`src/rtl/parity_serial_tx_pkg.sv`:
```
// Shared types and constants for the even-parity serial transmitter.
package parity_serial_tx_pkg;

  typedef enum logic [2:0] {
    ST_IDLE   = 3'd0,
    ST_START  = 3'd1,
    ST_DATA   = 3'd2,
    ST_PARITY = 3'd3,
    ST_STOP   = 3'd4
  } state_e;

  localparam logic START_BIT = 1'b0;
  localparam logic STOP_BIT  = 1'b1;

  // Frame bits: start + payload + parity + stop.
  function automatic int unsigned frame_bits(input int unsigned data_w);
    return data_w + 32'd3;
  endfunction

endpackage

```
`src/rtl/parity_serial_tx_if.sv`:
```
// Word-in / serial-out bundle between a word producer and the transmitter.
interface parity_serial_tx_if #(
  parameter int unsigned DATA_W = 3
) ();
  logic              in_valid;
  logic              in_ready;
  logic [DATA_W-1:0] in_data;
  logic              tx_out;
  logic              busy;
  logic              frame_done;
  logic              parity_out;

  modport master (
    output in_valid, in_data,
    input  in_ready, tx_out, busy, frame_done, parity_out
  );

  modport slave (
    input  in_valid, in_data,
    output in_ready, tx_out, busy, frame_done, parity_out
  );
endinterface

```
`src/rtl/parity_serial_tx_even_parity_gen.sv`:
```
// Even parity of a word: XOR reduction, so ones(data)+parity is always even.
module even_parity_gen #(
  parameter int unsigned DATA_W = 3
) (
  input  logic [DATA_W-1:0] data_i,
  output logic              parity_c_o
);
  assign parity_c_o = ^data_i;
endmodule

```
`src/rtl/parity_serial_tx.sv`:
```
// Serialises one accepted word as start(0), data LSB-first, even parity, stop(1),
// each bit held CLKS_PER_BIT cycles.
module parity_serial_tx
  import parity_serial_tx_pkg::*;
#(
  parameter int unsigned DATA_W       = 3,
  parameter int unsigned CLKS_PER_BIT = 4
) (
  input  logic               clk_i,
  input  logic               rst_i,
  parity_serial_tx_if.slave  bus
);

  localparam int unsigned BAUD_W = (CLKS_PER_BIT > 1) ? $clog2(CLKS_PER_BIT) : 1;
  localparam int unsigned BIT_W  = (DATA_W > 1) ? $clog2(DATA_W) : 1;

  state_e              state_q, state_d;
  logic [BAUD_W-1:0]   baud_q, baud_d;
  logic [BIT_W-1:0]    bit_q, bit_d;
  logic [DATA_W-1:0]   shift_q, shift_d;
  logic                par_q, par_d;
  logic                tx_q, tx_d;
  logic                done_q, done_d;
  logic                parity_c;
  logic                accept_c;
  logic                bit_end_c;

  even_parity_gen #(.DATA_W(DATA_W)) u_parity (
    .data_i     (bus.in_data),
    .parity_c_o (parity_c)
  );

  assign accept_c  = bus.in_valid && (state_q == ST_IDLE);
  assign bit_end_c = (baud_q == BAUD_W'(CLKS_PER_BIT - 1));

  always_ff @(posedge clk_i) begin
    if (rst_i) begin
      state_q <= ST_IDLE;
      baud_q  <= '0;
      bit_q   <= '0;
      shift_q <= '0;
      par_q   <= 1'b0;
      tx_q    <= STOP_BIT;
      done_q  <= 1'b0;
    end else begin
      state_q <= state_d;
      baud_q  <= baud_d;
      bit_q   <= bit_d;
      shift_q <= shift_d;
      par_q   <= par_d;
      tx_q    <= tx_d;
      done_q  <= done_d;
    end
  end

  always_comb begin
    state_d = state_q;
    baud_d  = '0;
    bit_d   = bit_q;
    shift_d = shift_q;
    par_d   = par_q;
    tx_d    = STOP_BIT;
    done_d  = 1'b0;

    if (state_q != ST_IDLE) begin
      baud_d = bit_end_c ? '0 : baud_q + BAUD_W'(1);
    end

    case (state_q)
      ST_IDLE: begin
        if (accept_c) begin
          state_d = ST_START;
          shift_d = bus.in_data;
          par_d   = parity_c;
        end
      end
      ST_START: begin
        if (bit_end_c) state_d = ST_DATA;
      end
      ST_DATA: begin
        if (bit_end_c) begin
          shift_d = shift_q >> 1;
          if (bit_q == BIT_W'(DATA_W - 1)) begin
            state_d = ST_PARITY;
            bit_d   = '0;
          end else begin
            bit_d = bit_q + BIT_W'(1);
          end
        end
      end
      ST_PARITY: begin
        if (bit_end_c) state_d = ST_STOP;
      end
      ST_STOP: begin
        if (bit_end_c) state_d = ST_IDLE;
      end
      default: state_d = ST_IDLE;
    endcase

    // Line level and done flag are registered from the upcoming state.
    case (state_d)
      ST_START:  tx_d = START_BIT;
      ST_DATA:   tx_d = shift_d[0];
      ST_PARITY: tx_d = par_d;
      default:   tx_d = STOP_BIT;
    endcase
    done_d = (state_d == ST_STOP) && (baud_d == BAUD_W'(CLKS_PER_BIT - 1));
  end

  assign bus.tx_out     = tx_q;
  assign bus.frame_done = done_q;
  assign bus.parity_out = par_q;
  assign bus.busy       = (state_q != ST_IDLE);
  assign bus.in_ready   = (state_q == ST_IDLE);

endmodule

```
`src/flat_wrapper.sv`:
```
// flat-port wrapper written by rule: the top's interface ports become plain ports
module parity_serial_tx_flat import parity_serial_tx_pkg::*;
#(
  parameter int unsigned DATA_W       = 3,
  parameter int unsigned CLKS_PER_BIT = 4
)
  (clk_i, rst_i, bus_in_valid, bus_in_data, bus_in_ready, bus_tx_out, bus_busy, bus_frame_done, bus_parity_out);
  parity_serial_tx_if #(.DATA_W(DATA_W)) bus_i ();
  input  logic clk_i;
  input  logic rst_i;
  input wire logic [$bits(bus_i.in_valid)-1:0] bus_in_valid;
  input wire logic [$bits(bus_i.in_data)-1:0] bus_in_data;
  output wire logic [$bits(bus_i.in_ready)-1:0] bus_in_ready;
  output wire logic [$bits(bus_i.tx_out)-1:0] bus_tx_out;
  output wire logic [$bits(bus_i.busy)-1:0] bus_busy;
  output wire logic [$bits(bus_i.frame_done)-1:0] bus_frame_done;
  output wire logic [$bits(bus_i.parity_out)-1:0] bus_parity_out;
  assign bus_i.in_valid = bus_in_valid;
  assign bus_i.in_data = bus_in_data;
  assign bus_in_ready = bus_i.in_ready;
  assign bus_tx_out = bus_i.tx_out;
  assign bus_busy = bus_i.busy;
  assign bus_frame_done = bus_i.frame_done;
  assign bus_parity_out = bus_i.parity_out;
  parity_serial_tx #(.DATA_W(DATA_W), .CLKS_PER_BIT(CLKS_PER_BIT)) u_core (.clk_i(clk_i), .rst_i(rst_i), .bus(bus_i));
endmodule
```
`config.mk`:
```
export PLATFORM = sky130hd
export DESIGN_NAME = parity_serial_tx_flat
export DESIGN_NICKNAME = d
export VERILOG_FILES = /design/src/rtl/parity_serial_tx_pkg.sv /design/src/rtl/parity_serial_tx_if.sv /design/src/rtl/parity_serial_tx_even_parity_gen.sv /design/src/rtl/parity_serial_tx.sv /design/src/flat_wrapper.sv
export SDC_FILE = /design/constraint.sdc
export NUM_CORES = 1
export LEC_CHECK = 0
export CAP_MARGIN = 10
export CORE_AREA = 2 2 41 43
export DETAILED_ROUTE_END_ITERATION = 7
export DIE_AREA = 0 0 43 45
export GPL_TIMING_DRIVEN = 0
export PLACE_DENSITY = 0.78
export SLEW_MARGIN = 20
export SYNTH_ARGS = -nofsm -noshare
export SYNTH_HDL_FRONTEND = slang
export SYNTH_SLANG_ARGS = --single-unit
```
`constraint.sdc`:
```
create_clock -name clk_i -period 2.8 [get_ports clk_i]
set_input_delay 0.7 -clock clk_i [delete_from_list [all_inputs] [get_ports clk_i]]
set_output_delay 0.7 -clock clk_i [all_outputs]
set_load 0.1 [all_outputs]
```
==> results of run 1 <==
==> metrics by stage <==
stage,worst slack [ns],cell area [um^2]
2_1_floorplan,0.0943,632
4_1_cts,0.0187,777
3_5_place_dp,0.239,752
5_1_grt,0.158,779
6_report,0.222,779
3_3_place_gp,0.255,752
==> where the power goes <==
group          internal, mW  switching, mW
Clock                0.0552         0.0601
Combinational        0.0313         0.0610
Sequential            0.192        0.00420
==> cell type report <==
| class | count | area, um^2 | area share |
|---|---|---|---|
| multi-input combinational | 47 | 349 | 0.448 |
| sequential | 13 | 260 | 0.334 |
| timing repair buffer | 10 | 101 | 0.130 |
| clock buffer | 4 | 26.3 | 0.0337 |
| tap | 16 | 20.0 | 0.0257 |
| buffer | 2 | 15.0 | 0.0193 |
| inverter | 2 | 7.51 | 0.00963 |
==> cell usage in the layout (no fill, tap or decap), drive strengths merged, types with 2 or more instances in the layout <==
cell and n:
nor2b 2, o21bai 2, clkbuf 5, a22oi 2, inv 2, nand3b 2, clkdlybuf4s50 8, nor2 5
nor3 2, xnor2 2, ha 2, dfxtp 13, or4b 2, a21oi 6, nand3 3, nand2 4
==> state kept, by name, summed over array words and instances (netlist names) <==
signal	flops
u_core.bus.parity_out	1
u_core.baud_q	2
u_core.bit_q	2
u_core.shift_q	3
u_core.state_q	3
u_core.bus.frame_done	1
u_core.bus.tx_out	1
==> how the worst min path moves through the flow <==
stage | startpoint | depth (start not counted) | slack, ns | endpoint
5_1_grt | u_core.shift_q[0]$_SDFF_PP0_ | 2 | 0.48 | u_core.shift_q[0]$_SDFF_PP0_
2_1_floorplan | u_core.baud_q[0]$_SDFF_PP0_ | 1 | 0.44 | u_core.baud_q[0]$_SDFF_PP0_
6_report | u_core.shift_q[0]$_SDFF_PP0_ | 2 | 0.47 | u_core.shift_q[0]$_SDFF_PP0_
3_3_place_gp | u_core.shift_q[2]$_SDFFE_PP0P_ | 2 | 0.45 | u_core.shift_q[2]$_SDFFE_PP0P_
4_1_cts | u_core.shift_q[0]$_SDFF_PP0_ | 2 | 0.47 | u_core.shift_q[0]$_SDFF_PP0_
3_5_place_dp | u_core.shift_q[0]$_SDFF_PP0_ | 2 | 0.46 | u_core.shift_q[0]$_SDFF_PP0_
==> critical path: stages (launching register included) <==
cell and delay (ns):
dfxtp_1 0.33, buf_6 0.14, nor3_4 0.24, dlygate4sd2_1 0.89
==> metal layers <==
layer,track usage,up-vias,share of wire
met5,0,-,0
met4,0.0727,0,0.018
met3,0.0280,4,0.028
met2,0.230,10,0.48
met1,0.165,241,0.48
li1,-,261,-
==> cell families after synthesis <==
group           after synthesis
simple gates                 29
buf+inv                       4
flops                        13
compound gates               14
xor+xnor                      2
fa+ha+maj                     2
==> timing repair <==
action	in CTS	in global routing
cloned	0	0
gates resized for setup	1	1
hold buffers	0	0
endpoints found under the setup margin	1	1
==> flow_metrics.env, run 1 <==
export IMPL_outcome="complete, no violations"
export IMPL_htreeDepth=1
export IMPL_rows=14
export IMPL_synthFlopType="dfxtp_1"
export IMPL_drive_gt1_frac=0.128
export IMPL_initial_core_util=0.422
export IMPL_power_mw=0.404
export IMPL_synth_compound_area_frac=0.151
export IMPL_reg2reg_to="u_core.bus.tx_out$_SDFF_PP1_"
export IMPL_ys_ff_latch=13
export IMPL_irDropWorstVdd_v=0.000233
export IMPL_fin_util=0.530
export IMPL_cts_buffers=3
export IMPL_syn_nets=72
export IMPL_grt_pass1_wl_um=1970
export IMPL_cp_start_kind="register"
export IMPL_num_vias=516
export IMPL_maxCapViolCount=0
export IMPL_rr_startpoint="u_core.baud_q[0]$_SDFF_PP0_"
export IMPL_min_period_ns=2.58
export IMPL_worstSetupPathType="reg2out"
export IMPL_crit_end="bus_in_ready"
export IMPL_startpoint="u_core.state_q[0]$_SDFF_PP0_"
export IMPL_post_route_period_util=0.921
export IMPL_num_antenna_cells=0
export IMPL_setup_viol=0
export IMPL_report_final_hold_viol_count=0
export IMPL_slew_violations=0
export IMPL_hold_path_class="reg2reg"
export IMPL_avgSynthCellArea_um2=9.70
export IMPL_cp_end_kind="output port"
export IMPL_die_area_um2=1940
export IMPL_wirelength_um=1190
export IMPL_synth_edf_count=0
export IMPL_synthSimpleGateAreaFrac=0.325
export IMPL_core_area_um2=1470
export IMPL_path_max_fanout=10
export IMPL_synthDistinctLibCells=32
export IMPL_cts_sinks=13
export IMPL_area_growth_pct=25.6
export IMPL_ys_seq_area_frac=0.419
export IMPL_grt_pass1_vias=455
export IMPL_fill_cells=133
export IMPL_synthXorXnorAreaFrac=0.0282
export IMPL_cp_data_arrival_time_ns=1.88
export IMPL_slew_headroom=0.348
export IMPL_cts_setup_buffers=0
export IMPL_synth_mux_area_frac=0
export IMPL_place_gp_congestion=0.725
export IMPL_r2r_cells=5
export IMPL_syn_area_um2=621
export IMPL_synth_top_family_by_area="simple AND/OR/NAND/NOR gates"
export IMPL_synthTopCellsByCount="dfxtp_1 (13), a21oi_1 (6), nor2_1 (5)"
export IMPL_path_clk_slew_ns=0.08
export IMPL_finalNonFillerCells=94
export IMPL_dr_pass1_iters=4
export IMPL_cts_root_buf="clkbuf_4"
export IMPL_synth_top_area_cell="dfxtp_1"
export IMPL_fin_worst_skew_ns=0.00213
export IMPL_ant_nets=0
export IMPL_yosysMostFrequentCell="dfxtp_1"
export IMPL_required_ns=2.10
export IMPL_fmax_mhz=388
export IMPL_reg2reg_slack_ns=1.06
export IMPL_fin_tns_setup_ns=0
export IMPL_grt_antenna_before_repair=0
export IMPL_wl_per_cell_um=12.7
export IMPL_power_density_nw_per_um2=519
export IMPL_clk_latency_ns=0.27
export IMPL_vias_per_cell=5.49
export IMPL_dieWidth_um=43
export IMPL_num_nets_final=87
export IMPL_rsz0062_at_grt="false"
export IMPL_grt_max_degree=11
export IMPL_synth_cells=64
export IMPL_total_leakage_power_nw=0.302
export IMPL_holdWs_ns=0.472
export IMPL_dp_hpwl_um=904
export IMPL_synthTopCellsByArea="dfxtp_1 (42%), a21oi_1 (4.8%), ha_1 (4.0%), nor2_1 (3.0%), xnor2_1 (2.8%)"
export IMPL_grt_ovfl_total=0
export IMPL_drc_errors=0
export IMPL_clockBufferDepth=2
export IMPL_synth_top_area_share=0.419
export IMPL_ys_warn_count=0
export IMPL_grt_use_total=0.136
export IMPL_tightestPinTransition_ns=0.977
export IMPL_dp_cells=90
export IMPL_async_flop_share=0
export IMPL_synth_fa_ha_area_frac=0.0403
export IMPL_cts_tree="done"
export IMPL_io_buffer_count=10
export IMPL_die_y_um=45
export IMPL_initialDrtViolationCount=16
export IMPL_ios=11
Note: power is estimated with default switching activity, not from simulation.
==> run 2: changes to the inputs <==
--- a/config.mk
+++ b/config.mk
@@ -6,9 +6,9 @@
 export NUM_CORES = 1
 export LEC_CHECK = 0
 export CAP_MARGIN = 10
-export CORE_AREA = 2 2 41 43
+export CORE_AREA = 3 3 42 44
 export DETAILED_ROUTE_END_ITERATION = 7
-export DIE_AREA = 0 0 43 45
+export DIE_AREA = 0 0 45 47
 export GPL_TIMING_DRIVEN = 0
 export PLACE_DENSITY = 0.78
 export SLEW_MARGIN = 20
==> run 2 against run 1 <==
- critical endpoint unchanged
- utilization unchanged
- design area unchanged
- die area increased by 9.3%
- via count decreased by 1.4%
- flip-flop and latch count unchanged
- clock skew about the same
- final cell count unchanged
- count of clock-buffer cells in the layout unchanged
- routed wire length increased by 6.6%
- first-iteration DRC count decreased by 50%
- critical path depth unchanged
==> flow_metrics.env, run 2 (same netlist as run 1, synthesis figures left out) <==
export IMPL_outcome="complete, no violations"
export IMPL_place_gp_congestion=0.719
export IMPL_cp_start_kind="register"
export IMPL_wirelength_um=1270
export IMPL_min_delay_start="u_core.shift_q[0]$_SDFF_PP0_"
export IMPL_grt_ovfl_total=0
export IMPL_worst_slack_ns=0.231
export IMPL_dp_cells=90
export IMPL_cts_sinks=13
export IMPL_num_vias=509
export IMPL_path_cells="buf_6, nor3_4, dlygate4sd2_1"
export IMPL_io_buffer_count=10
export IMPL_initialDrtViolationCount=8
export IMPL_ios=11
export IMPL_path_delay_family="buffers and inverters"
export IMPL_use_met3=0.0345
export IMPL_fmax_mhz=389
export IMPL_grt_use_total=0.139
export IMPL_core_area_um2=1470
export IMPL_hold_path_end="u_core.shift_q[0]$_SDFF_PP0_"
export IMPL_reg2reg_slack_ns=1.02
export IMPL_cts_root_buf="clkbuf_4"
export IMPL_tightestPinTransition_ns=0.969
export IMPL_vias_per_cell=5.41
export IMPL_wl_per_cell_um=13.5
export IMPL_hold_path_class="reg2reg"
export IMPL_worstSetupPathType="reg2out"
export IMPL_num_nets_final=87
export IMPL_dpl_worst_slack_ns=0.240
export IMPL_fin_util=0.530
export IMPL_grt_pass1_wl_um=2030
export IMPL_post_route_period_util=0.917
export IMPL_setup_viol=0
export IMPL_placedInstanceArea_um2=752
export IMPL_drive_gt1_frac=0.128
export IMPL_required_ns=2.10
export IMPL_area_growth_pct=25.6
export IMPL_finalNonFillerCells=94
export IMPL_power_mw=0.406
export IMPL_layout_commonest_cell="dfxtp_1"
export IMPL_rows=14
export IMPL_irDropWorstVdd_v=0.000316
export IMPL_busiest_layer="met2"
export IMPL_final_cell_mix="dfxtp_1 (13), clkdlybuf4s50_1 (8), a21oi_1 (6)"
export IMPL_slew_headroom=0.352
export IMPL_slowest_stage="dlygate4sd2_1"
export IMPL_dieWidth_um=45
export IMPL_rsz0062_at_grt="false"
export IMPL_grt_pass1_vias=447
export IMPL_hold_buffers=0
export IMPL_clockBufferDepth=2
export IMPL_report_final_hold_viol_count=0
export IMPL_drc_errors=0
export IMPL_initial_core_util=0.422
export IMPL_hold_path_cell_count=2
export IMPL_path_max_fanout=10
export IMPL_cts_buffers=3
export IMPL_grt_antenna_before_repair=0
export IMPL_clk_latency_ns=0.28
export IMPL_grt_max_degree=11
export IMPL_cp_slowest_stage_delay_ns=0.88
export IMPL_path_clk_slew_ns=0.08
export IMPL_power_density_nw_per_um2=521
export IMPL_min_period_ns=2.57
export IMPL_fill_cells=146
export IMPL_maxCapViolCount=0
export IMPL_largestRegisters="u_core.shift_q x3, u_core.state_q x3"
export IMPL_cts_tree="done"
export IMPL_reg2reg_to="u_core.bus.tx_out$_SDFF_PP1_"
export IMPL_critPathBufInv=2
export IMPL_die_area_um2=2120
export IMPL_cp_data_arrival_time_ns=1.87
export IMPL_r2r_cells=5
export IMPL_htreeDepth=1
export IMPL_design_area_um2=779
export IMPL_dr_pass1_iters=4
export IMPL_fin_worst_skew_ns=0.00214
export IMPL_rr_startpoint="u_core.baud_q[0]$_SDFF_PP0_"
export IMPL_die_y_um=47
export IMPL_holdWs_ns=0.478
export IMPL_ant_nets=0
export IMPL_grtUsageMet1=0.167
export IMPL_cp_end_kind="output port"
export IMPL_num_antenna_cells=0
export IMPL_met2_usage=0.206
export IMPL_total_leakage_power_nw=0.302
export IMPL_fin_tns_setup_ns=0
export IMPL_slew_violations=0
==> run 2: cell counts in the layout (fill, tap and decap cells not counted) <==
Identical to the previous run, type by type.
==> run 2: worst register-to-register path: stages, from the launching register on <==
cell and delay (ns):
dfxtp_1 0.37, ha_1 0.18, nor4bb_2 0.46, a221oi_1 0.19, o21bai_1 0.20, a211o_1 0.29
==> run 2: what timing repair did <==
item                       4_1_cts  5_1_grt
setup endpoints to repair        1        1
gates resized for setup          1        1
hold endpoints to repair         0        0
buffers inserted                 0        0
==> run 2: how the worst max path moves through the flow <==
| stage | from | cells past startpoint | endpoint |
|---|---|---|---|
| global route | u_core.state_q[0]$_SDFF_PP0_ | 3 | bus_in_ready |
| finish | u_core.state_q[0]$_SDFF_PP0_ | 3 | bus_in_ready |
| global placement | u_core.state_q[0]$_SDFF_PP0_ | 3 | bus_in_ready |
| floorplan | u_core.state_q[0]$_SDFF_PP0_ | 3 | bus_busy |
| detailed placement | u_core.state_q[0]$_SDFF_PP0_ | 3 | bus_in_ready |
| CTS | u_core.state_q[1]$_SDFF_PP0_ | 3 | bus_busy |
==> run 2: layout make-up <==
class                   instances  area, um^2  area share
clock buffers                   4        26.3      0.0337
flip-flops and latches         13         260       0.334
repair buffers                 10         101       0.130
multi-input cells              47         349       0.448
plain buffers                   2        15.0      0.0193
well taps                      16        20.0      0.0257
inverters                       2        7.51     0.00963
==> run 2: power breakdown <==
group	internal (mW)	switching, mW	leakage (nW)
Combinational	0.0313	0.0609	0.181
Clock	0.0553	0.0618	0.0150
Sequential	0.192	0.00403	0.106
==> run 2: layer usage <==
metal,share of wire,up-vias
met5,0,-
met4,0.033,0
met3,0.018,4
met2,0.49,5
met1,0.46,234
li1,-,266
==> run 3: changes to the inputs <==
--- a/config.mk
+++ b/config.mk
@@ -10,7 +10,7 @@
 export DETAILED_ROUTE_END_ITERATION = 7
 export DIE_AREA = 0 0 45 47
 export GPL_TIMING_DRIVEN = 0
-export PLACE_DENSITY = 0.78
+export PLACE_DENSITY = 0.66
 export SLEW_MARGIN = 20
 export SYNTH_ARGS = -nofsm -noshare
 export SYNTH_HDL_FRONTEND = slang
==> run 3 against run 2 <==
- utilization did not move
- count of clock-buffer cells in the layout did not move
- register-to-register slack improved by 0.04 ns
- first-iteration DRC count rose by 63%
- routed wire length fell by 2.5%
- design area did not move
- critical path type unchanged
- largest cell class unchanged
- largest power group unchanged
==> flow_metrics.env, run 3 (same netlist as run 1, synthesis figures left out) <==
export IMPL_num_nets_final=87
export IMPL_grt_antenna_before_repair=0
export IMPL_report_final_hold_viol_count=0
export IMPL_grt_use_total=0.132
export IMPL_ant_nets=0
export IMPL_post_route_period_util=0.910
export IMPL_dieWidth_um=45
export IMPL_power_mw=0.405
export IMPL_slew_headroom=0.349
export IMPL_min_period_ns=2.55
export IMPL_min_delay_start="u_core.shift_q[1]$_SDFFE_PP0P_"
export IMPL_initial_core_util=0.422
export IMPL_fin_tns_setup_ns=0
export IMPL_path_cells="buf_6, nor3_4, dlygate4sd2_1"
export IMPL_hold_path_cell_count=2
export IMPL_cts_buffers=3
export IMPL_worstSetupPathType="reg2out"
export IMPL_setup_viol=0
export IMPL_holdWs_ns=0.474
export IMPL_num_vias=496
export IMPL_cp_start_kind="register"
export IMPL_total_leakage_power_nw=0.302
export IMPL_rr_startpoint="u_core.baud_q[0]$_SDFF_PP0_"
export IMPL_final_cell_mix="dfxtp_1 (13), clkdlybuf4s50_1 (8), a21oi_1 (6)"
export IMPL_grt_ovfl_total=0
export IMPL_layout_commonest_cell="dfxtp_1"
export IMPL_die_y_um=47
export IMPL_drive_gt1_frac=0.128
export IMPL_clockBufferDepth=2
export IMPL_place_gp_congestion=0.712
export IMPL_cp_end_kind="output port"
export IMPL_slew_violations=0
export IMPL_hold_buffers=0
export IMPL_irDropWorstVdd_v=0.000272
export IMPL_dp_hpwl_um=929
export IMPL_dr_pass1_iters=2
export IMPL_drc_errors=0
export IMPL_ios=11
export IMPL_cts_tree="done"
export IMPL_grt_max_degree=11
export IMPL_clk_latency_ns=0.27
export IMPL_fmax_mhz=393
export IMPL_initialDrtViolationCount=13
export IMPL_num_antenna_cells=0
export IMPL_r2r_cells=5
export IMPL_path_max_fanout=10
export IMPL_die_area_um2=2120
export IMPL_largestRegisters="u_core.shift_q x3, u_core.state_q x3"
export IMPL_power_density_nw_per_um2=520
export IMPL_slowest_stage="dlygate4sd2_1"
export IMPL_wl_per_cell_um=13.2
export IMPL_cp_slowest_stage_delay_ns=0.89
export IMPL_io_buffer_count=10
export IMPL_reg2reg_slack_ns=1.06
export IMPL_fin_worst_skew_ns=0.00129
export IMPL_core_area_um2=1470
export IMPL_rows=14
export IMPL_cts_root_buf="clkbuf_4"
export IMPL_required_ns=2.10
export IMPL_wirelength_um=1240
export IMPL_area_growth_pct=25.6
export IMPL_outcome="complete, no violations"
export IMPL_hold_path_class="reg2reg"
export IMPL_htreeDepth=1
export IMPL_cts_setup_buffers=0
export IMPL_cp_data_arrival_time_ns=1.85
export IMPL_maxCapViolCount=0
export IMPL_grt_pass1_vias=460
export IMPL_tightestPinTransition_ns=0.974
export IMPL_vias_per_cell=5.28
export IMPL_path_clk_slew_ns=0.08
export IMPL_reg2reg_to="u_core.bus.tx_out$_SDFF_PP1_"
export IMPL_cts_sinks=13
export IMPL_hold_path_end="u_core.shift_q[1]$_SDFFE_PP0P_"
export IMPL_grt_pass1_wl_um=2020
export IMPL_rsz0062_at_grt="false"
==> run 3: cell counts in the layout (fill, tap and decap cells not counted) <==
Identical to the previous run, type by type.
==> run 3: area by class of cell <==
class                           count  area (um^2)
Buffer                              2         15.0
Clock buffer                        4         26.3
Fill cell                         140          692
Inverter                            2         7.51
Multi-Input combinational cell     47          349
Sequential cell                    13          260
Tap cell                           16         20.0
Timing Repair Buffer               10          101
==> run 3: power breakdown <==
group | internal (mW) | leakage, nW | switching [mW] | total, mW
registers | 0.193 | 0.106 | 0.00433 | 0.197
clock network | 0.0551 | 0.0150 | 0.0609 | 0.116
logic | 0.0313 | 0.181 | 0.0613 | 0.0926
==> run 3: stage by stage <==
| stage | std cells | utilization | worst slack (ns) | instance area, um^2 |
|---|---|---|---|---|
| 3_5_place_dp | 90 | 0.511 | 0.255 | 752 |
| 5_1_grt | 94 | 0.530 | 0.188 | 779 |
| 4_1_cts | 94 | 0.528 | 0.0338 | 777 |
| 2_1_floorplan | 64 | - | 0.0943 | 632 |
| 6_report | 94 | 0.530 | 0.253 | 779 |
| 3_3_place_gp | 90 | 0.511 | 0.252 | 752 |
==> run 3: how the worst max path moves through the flow <==
| stage | startpoint | to |
|---|---|---|
| after floorplan | u_core.state_q[0]$_SDFF_PP0_ | bus_busy |
| after global placement | u_core.state_q[0]$_SDFF_PP0_ | bus_in_ready |
| after detailed placement | u_core.state_q[0]$_SDFF_PP0_ | bus_in_ready |
| after CTS | u_core.state_q[1]$_SDFF_PP0_ | bus_busy |
| after global routing | u_core.state_q[0]$_SDFF_PP0_ | bus_in_ready |
| final | u_core.state_q[0]$_SDFF_PP0_ | bus_in_ready |
==> run 3: critical path: cells and delay by family, from the launching register on <==
family        cells  cell delay [ns]
simple gates      1             0.22
buf+inv           2             1.03
flops             1             0.33
==> run 3: timing repair <==
item,in CTS,in global routing
endpoints found under the hold margin,0,0
resized for setup,1,1
endpoints found under the setup margin,1,1
==> run 3: per-layer routing <==
layer / vias up / GRT usage / share of wire
met1: 229 / 0.182 / 0.52
met5: - / 0 / 0
met4: 0 / 0.0702 / 0.011
li1: 262 / - / -
met2: 3 / 0.195 / 0.45
met3: 2 / 0.0230 / 0.019
